## src/rtl/mux4_rr_arbiter_rr_pick4.sv

```systemverilog
// rr_pick4: combinational round-robin winner search starting after last, optionally skipping mask_idx.
module rr_pick4 (
  input  logic [3:0] req,
  input  logic [1:0] last,
  input  logic [1:0] mask_idx,
  input  logic       mask_en,
  output logic       found,
  output logic [1:0] idx
);
  logic [1:0] w_c;
  // Scan from lowest to highest priority so the highest-priority hit is written last.
  always_comb begin
    found = 1'b0;
    idx = last;
    w_c = last;
    for (int k = 4; k >= 1; k--) begin
      w_c = last + k[1:0];
      if (req[w_c] && !(mask_en && w_c == mask_idx)) begin
        found = 1'b1;
        idx = w_c;
      end
    end
  end
endmodule

```

## config.mk

```make
export PLATFORM = sky130hd
export DESIGN_NAME = rr_pick4
export DESIGN_NICKNAME = d
export VERILOG_FILES = /design/src/rtl/mux4_rr_arbiter_rr_pick4.sv
export SDC_FILE = /design/constraint.sdc
export NUM_CORES = 1
export LEC_CHECK = 0
export ABC_CLOCK_PERIOD_IN_PS = 1400
export CAP_MARGIN = 20
export CORE_AREA = 3 3 40 42
export DETAILED_ROUTE_END_ITERATION = 10
export DIE_AREA = 0 0 43 45
export SLEW_MARGIN = 10
export SYNTH_ARGS = -nofsm -noshare
export SYNTH_HDL_FRONTEND = slang
export SYNTH_SLANG_ARGS = --single-unit
```

## constraint.sdc

```tcl
create_clock -name vclk -period 1.4
set_clock_uncertainty 0.2 [all_clocks]
set_input_delay 0.14 -clock vclk [all_inputs]
set_output_delay 0.14 -clock vclk [all_outputs]
set_load 0.01 [all_outputs]
```

==> results of run 1 <==
[worst max-delay path, delay by kind of cell]
family | cells | cell delay [ns]
AOI/OAI and AO/OA | 3 | 0.84
buffers and inverters | 2 | 0.26
and+or+nand+nor | 1 | 0.18
[Yosys cell counts, drive strengths merged (2+ instances only)]
cell,n
o221ai,2
mux2i,4
inv,3
mux2,2
nand3,4
o2111ai,2
nand2,3
nand3b,4
buf,3
nor2b,2
[path summary, 6_finish.rpt]
check / startpoint / to / slack, ns / cells after the start
worst max-delay path: mask_idx[0] / idx[0] / -0.37 / 6
worst min-delay path: mask_idx[1] / found / 0.63 / 5
[power breakdown]
part / switching [mW] / total, mW / internal (mW)
Combinational: 0.125 / 0.287 / 0.163
Sequential: 0 / 0 / 0
Clock: 0 / 0 / 0
[area by class of cell]
| class | count | area share (%) |
|---|---|---|
| inverter | 3 | 1.41 |
| multi-input combinational | 43 | 55.6 |
| tap | 15 | 2.34 |
| timing repair buffer | 37 | 40.6 |
[per-layer routing]
| layer | up-vias | global-route usage, % | share of wire, % |
|---|---|---|---|
| met5 | - | 0 | 0 |
| met4 | 0 | 0 | 1.1 |
| met3 | 2 | 0.797 | 3.2 |
| met2 | 13 | 26.9 | 55 |
| met1 | 258 | 16.8 | 41 |
| li1 | 264 | - | - |
[logic make-up after synthesis]
group           count (synthesis)  synth area share [%]
simple gates                   19                  31.5
buf+inv                         6                  7.26
mux                             7                  23.5
compound gates                 15                  32.9
xor+xnor                        2                  4.85
[timing repair]
action	4_1_cts	5_1_grt
pin swaps	6	9
gates resized for setup	71	14
buffers inserted	9	5
setup endpoints to repair	3	3
==> impl_metrics.sql, run 1 <==
INSERT INTO impl_metrics (metric_group, metric, value, unit) VALUES
('floorplanning', 'die_area', '0.00194', 'sq mm'),
('setup_path', 'critPathArrivalTime', '1.43', 'ns'),
('global_route', 'largest_net_degree_at_the_start_of_global_routing', '10', ''),
('run_status', 'outcome', 'finished with violations', ''),
('synthesis', 'yosys.area.top_type_share', '11.1', '%'),
('setup_path', 'cpPeakStageDelay', '0.39', 'ns'),
('setup_path', 'worst_setup_path_start_kind', 'primary input', ''),
('worst_hold_path', 'min_path_type', 'in2out', ''),
('sta', 'tns', '-0.824', 'ns'),
('final_layout', 'layout.cells.most_common_list', 'sky130_fd_sc_hd__buf_4, sky130_fd_sc_hd__buf_6, sky130_fd_sc_hd__buf_2', ''),
('synthesis', 'synth_area', '362', 'sq um'),
('setup_path', 'setup.worst_path.end_class', 'primary output', ''),
('synthesis', 'synthCells', '49', ''),
('global_route', 'grt_overflow', '0', ''),
('sta', 'hold_violations', '0', ''),
('power_and_ir_drop', 'pwr_density_cell', '359', 'mW/mm^2'),
('global_route', 'grt_util_all_layers', '13.5', '%'),
('placement', 'dp_hpwl', '874', 'um'),
('final_layout', 'area.sequential', '0', 'sq um'),
('sta', 'timing.final.crit_period', '1.77', 'ns'),
('floorplanning', 'rows', '13', ''),
('placement', 'place_inst', '84', ''),
('detailed_routing', 'drc', '0', ''),
('placement', 'place_worst_setup_slack', '-1.23', 'ns'),
('synthesis', 'synthesis.area_per_instance', '7.38', 'sq um'),
('sta', 'final_max_slew_viol_count', '0', ''),
('detailed_routing', 'detailedRoute.firstPassIterationCount', '4', ''),
('final_layout', 'layout.nets', '94', ''),
('synthesis', 'synth_largest_area_cell', 'sky130_fd_sc_hd__mux2i_1', ''),
('sta', 'fin_hold_ws', '0.630', 'ns'),
('power_and_ir_drop', 'leakagePower', '0.345', 'nW'),
('placement', 'finalWeightedCongestion', '0.778', ''),
('sta', 'fin_crit_sh', '127', '%'),
('floorplanning', 'initial_core_util', '28.1', '%'),
('final_layout', 'postLayoutCellArea', '801', 'sq um'),
('final_layout', 'postLayoutCoreUtil', '62.3', '%'),
('detailed_routing', 'routed_wl', '1480', 'um'),
('final_layout', 'stdcell_count', '98', ''),
('placement', 'port_buffers', '12', ''),
('floorplanning', 'dieWidth', '43', 'um'),
('detailed_routing', 'drt_iter0_markers', '3', ''),
('setup_path', 'max_stage_delay_cell_worst_path', 'sky130_fd_sc_hd__a2111o_1', ''),
('final_layout', 'multi_input_comb_area', '445', 'sq um'),
('final_layout', 'layout.cells.most_common', 'sky130_fd_sc_hd__buf_4', ''),
('final_layout', 'drive_above_1_share', '68.7', '%'),
('final_layout', 'antenna_cells_inserted', '0', ''),
('floorplanning', 'num_io_pins', '12', ''),
('setup_path', 'critical_path_peak_fanout', '3', ''),
('synthesis', 'synth_warnings', '0', ''),
('global_route', 'grt_antenna_before_repair', '0', ''),
('sta', 'tightest_slew', '0.309', 'ns'),
('sta', 'rsz0062_at_grt', 'true', ''),
('sta', 'setup_ws', '-0.373', 'ns'),
('final_layout', 'n_fill_cell', '118', ''),
('clocking', 'postCtsHoldBufs', '0', ''),
('synthesis', 'synth.net_count', '58', ''),
('final_layout', 'layout.clock_buffers', '0', ''),
('power_and_ir_drop', 'peakVddDrop', '167', 'uV'),
('floorplanning', 'core-area', '0.00128', 'sq mm'),
('global_route', 'vias_in_the_first_global_route', '481', ''),
('detailed_routing', 'vias_per_instance', '5.48', ''),
('job', 'drv.max_cap_violation_count', '0', ''),
('setup_path', 'required', '1.06', 'ns'),
('sta', 'final-setup-viol-count', '3', ''),
('floorplanning', 'floorplan.die.height', '45', 'um'),
('detailed_routing', 'final_antenna_net_count', '0', ''),
('power_and_ir_drop', 'total_power', '0.287', 'mW'),
('placement', 'post_dp_cell_area', '574', 'sq um'),
('synthesis', 'ys_top_cells_by_area', 'sky130_fd_sc_hd__mux2i_1, sky130_fd_sc_hd__nand3b_1, sky130_fd_sc_hd__mux2_2', ''),
('final_layout', 'synthToLayoutAreaGrowth', '121', '%'),
('setup_path', 'timing.setup.critical_path_class', 'in2out', ''),
('detailed_routing', 'dr_total_vias', '537', ''),
('run_status', 'violations', 'negative setup slack', ''),
('sta', 'worst_slew_margin', '79.4', '%'),
('global_route', 'grt_first_pass_wirelength', '2060', 'um'),
('sta', 'fmax', '564', 'MHz'),
('synthesis', 'netlist-cell-type-count', '30', ''),
('final_layout', 'seq_cells', '0', ''),
('setup_path', 'critical_path_cell_list', 'buf_8 > nand3b_1 > a221o_1 > a2111o_1 > o2111ai_2 > buf_2', ''),
('detailed_routing', 'post_drt_wl_per_cell', '15.1', 'um'),
('synthesis', 'synth.yosys.seq_area_share', '0', '%');
No activity file was read; power rests on OpenSTA's default activity.
==> inputs of run 2 (changes only) <==
- ABC_AREA: default -> 1
- GPL_ROUTABILITY_DRIVEN: default -> 0
==> run 2 against run 1 <==
The run still ends with negative setup slack left. Hold slack got worse by 0.095 ns. Sequential share of layout area stayed put. Global-route usage fell by 2.7 points. First-iteration DRC count is 67% higher. Die area did not move. Critical path type unchanged. Highest routed layer is now met3.
==> impl_metrics.sql, run 2 <==
INSERT INTO impl_metrics (metric_group, metric, value, unit) VALUES
('run_status', 'outcome', 'finished with violations', ''),
('run_status', 'violations', 'negative setup slack', ''),
('global_route', 'largest_net_degree_at_the_start_of_global_routing', '9', ''),
('placement', 'port_buffers', '12', ''),
('detailed_routing', 'vias_per_instance', '4.69', ''),
('sta', 'worst_slew_margin', '89.2', '%'),
('detailed_routing', 'post_drt_wl_per_cell', '10.2', 'um'),
('floorplanning', 'floorplan.die.height', '45', 'um'),
('synthesis', 'synth_top_cells_by_count', 'sky130_fd_sc_hd__nand2_1, sky130_fd_sc_hd__nand3_1, sky130_fd_sc_hd__inv_1', ''),
('power_and_ir_drop', 'pwr_density_cell', '374', 'mW/mm^2'),
('sta', 'tns', '-0.350', 'ns'),
('sta', 'timing.final.crit_period', '1.56', 'ns'),
('synthesis', 'synthesis.area_per_instance', '4.89', 'sq um'),
('floorplanning', 'die_area', '0.00194', 'sq mm'),
('detailed_routing', 'detailedRoute.firstPassIterationCount', '4', ''),
('sta', 'tightest_slew', '0.162', 'ns'),
('final_layout', 'layout.nets', '101', ''),
('setup_path', 'required', '1.06', 'ns'),
('global_route', 'grt_antenna_before_repair', '0', ''),
('sta', 'setup_ws', '-0.158', 'ns'),
('setup_path', 'cpPeakStageDelay', '0.13', 'ns'),
('power_and_ir_drop', 'peakVddDrop', '150', 'uV'),
('global_route', 'top_usage_layer', 'met2', ''),
('final_layout', 'seq_cells', '0', ''),
('setup_path', 'worst_setup_path_start_kind', 'primary input', ''),
('global_route', 'vias_in_the_first_global_route', '434', ''),
('sta', 'hold_violations', '0', ''),
('sta', 'fmax', '642', 'MHz'),
('detailed_routing', 'final_antenna_net_count', '0', ''),
('global_route', 'global_route.usage.met2', '22.5', '%'),
('final_layout', 'area.sequential', '0', 'sq um'),
('sta', 'final_max_slew_viol_count', '0', ''),
('final_layout', 'synthToLayoutAreaGrowth', '120', '%'),
('synthesis', 'synthCells', '63', ''),
('floorplanning', 'core-area', '0.00128', 'sq mm'),
('setup_path', 'setup.worst_path.end_class', 'primary output', ''),
('synthesis', 'synthMostInstantiatedCell', 'sky130_fd_sc_hd__nand2_1', ''),
('setup_path', 'critical_path.startpoint', 'last[0]', ''),
('final_layout', 'postLayoutCellArea', '676', 'sq um'),
('final_layout', 'layout.cells.most_common', 'sky130_fd_sc_hd__nand2_1', ''),
('global_route', 'gr_met1_demand_resource', '13.1', '%'),
('sta', 'final-setup-viol-count', '3', ''),
('detailed_routing', 'drt_iter0_markers', '5', ''),
('global_route', 'grt_first_pass_wirelength', '1690', 'um'),
('setup_path', 'timing.setup.critical_path_class', 'in2out', ''),
('final_layout', 'layout.clock_buffers', '0', ''),
('synthesis', 'ys_top_cells_by_area', 'sky130_fd_sc_hd__nand2_1, sky130_fd_sc_hd__nand3_1, sky130_fd_sc_hd__nand2_2', ''),
('synthesis', 'synth.net_count', '72', ''),
('synthesis', 'synth.yosys.seq_area_share', '0', '%'),
('placement', 'post_dp_cell_area', '495', 'sq um'),
('final_layout', 'layout.cells.most_common_list', 'sky130_fd_sc_hd__nand2_1, sky130_fd_sc_hd__buf_4, sky130_fd_sc_hd__nand2_2', ''),
('setup_path', 'critical_path_peak_fanout', '5', ''),
('placement', 'dp_hpwl', '692', 'um'),
('final_layout', 'drive_above_1_share', '56.7', '%'),
('synthesis', 'yosys.area.top_type_share', '40.2', '%'),
('detailed_routing', 'routed_wl', '1070', 'um'),
('setup_path', 'critPathArrivalTime', '1.22', 'ns'),
('global_route', 'grt_overflow', '0', ''),
('final_layout', 'n_fill_cell', '130', ''),
('synthesis', 'netlist-cell-type-count', '14', ''),
('global_route', 'grt_util_all_layers', '10.8', '%'),
('power_and_ir_drop', 'leakagePower', '0.361', 'nW'),
('worst_hold_path', 'min_path_type', 'in2out', ''),
('sta', 'fin_crit_sh', '111', '%'),
('floorplanning', 'num_io_pins', '12', ''),
('setup_path', 'crit_path_frequent_cell', 'sky130_fd_sc_hd__nand2_1', ''),
('sta', 'fin_hold_ws', '0.535', 'ns'),
('detailed_routing', 'dr_total_vias', '492', ''),
('setup_path', 'max_stage_delay_cell_worst_path', 'sky130_fd_sc_hd__buf_8', ''),
('setup_path', 'critical_path_cell_list', 'buf_8 > buf_8 > buf_6 > nand2_4 > nand2_2 > nand2_1 > nand2_2 > nand3_2 > nand2_1 > nand2_1 > nand3_1 > nand2_1 > buf_2', ''),
('synthesis', 'synth_largest_area_cell', 'sky130_fd_sc_hd__nand2_1', ''),
('setup_path', 'critPathCapture', 'idx[1]', ''),
('sta', 'rsz0062_at_grt', 'true', ''),
('floorplanning', 'initial_core_util', '24.0', '%'),
('synthesis', 'synth_area', '308', 'sq um'),
('job', 'drv.max_cap_violation_count', '0', ''),
('final_layout', 'antenna_cells_inserted', '0', ''),
('detailed_routing', 'drc', '0', ''),
('synthesis', 'synth_warnings', '0', ''),
('floorplanning', 'rows', '13', ''),
('floorplanning', 'dieWidth', '43', 'um'),
('global_route', 'gr-usage-met3', '0', '%');
## run 2: changes by cell type after synthesis, moves of 3 or more
| cell | delta |
|---|---|
| sky130_fd_sc_hd__nand2_1 | +30 |
| sky130_fd_sc_hd__nand2_2 | +4 |
| sky130_fd_sc_hd__nand3b_1 | -4 |
| sky130_fd_sc_hd__buf_2 | -3 |
| sky130_fd_sc_hd__nand3_1 | +5 |
| sky130_fd_sc_hd__mux2i_1 | -4 |
## run 2: final cells by class
| type | count | area [sq um] | share of cell area (%) |
|---|---|---|---|
| multi-input combinational | 55 | 379 | 56.1 |
| timing repair buffer | 28 | 239 | 35.4 |
| inverter | 7 | 38.8 | 5.74 |
| tap | 15 | 18.8 | 2.78 |
## run 2: power breakdown
part | switching (mW) | internal [mW] | total [mW]
combinational | 0.132 | 0.121 | 0.252
clock | 0 | 0 | 0
sequential | 0 | 0 | 0
total | 0.132 | 0.121 | 0.252
## run 2: logic make-up (layout without fill, tap and decap cells)
logic type,Yosys count,count (layout),share of synthesized area (%)
xor gates and xnor gates,1,1,2.85
and+or+nand+nor,51,51,77.2
AOI/OAI and AO/OA,3,3,6.10
buffers and inverters,8,35,13.8
## run 2: critical path: cells and delay by family
family,cells,cell delay (ns)
simple gates,9,0.60
buf+inv,4,0.46
## run 2: metrics by stage
| step | power [mW] | setup WS (ns) | instances | utilization, % |
|---|---|---|---|---|
| after floorplan | 0.107 | 0.110 | 63 | - |
| after global placement | 0.195 | -1.00 | 97 | 38.6 |
| after detailed placement | 0.196 | -1.02 | 97 | 38.6 |
| after CTS | 0.214 | -0.138 | 101 | 44.8 |
| after global routing | 0.277 | -0.248 | 105 | 52.6 |
| final | 0.252 | -0.158 | 105 | 52.6 |
## run 2: routing by layer
layer	wire [um]	share of wire, %	up-vias
met5	0	0	-
met4	0	0	0
li1	-	-	258
met3	46	4.3	0
met1	405	38	222
met2	617	58	12
## run 2: what timing repair did
item,CTS,global route
setup buffers,3,4
endpoints found under the setup margin,3,3
pin swaps,20,10
hold buffers,0,0
gates resized for setup,52,17
gates cloned,1,0
## run 2: worst min path at each step
stage	from	endpoint	slack (ns)	cells after the start
2_1_floorplan	last[1]	idx[1]	0.24	3
6_report	last[0]	idx[0]	0.54	6
3_5_place_dp	req[3]	idx[1]	1.28	6
3_3_place_gp	req[3]	idx[1]	1.26	6
5_1_grt	last[0]	idx[0]	0.57	6
4_1_cts	last[0]	idx[0]	0.57	6
==> inputs of run 3 (changes only) <==
- MAX_ROUTING_LAYER: default -> met4
==> results of run 3 <==
No change in the layout: final DEF, timing and power equal those of run 2.
Main changes from that run: overall routing resource usage 10.8% -> 11.1%
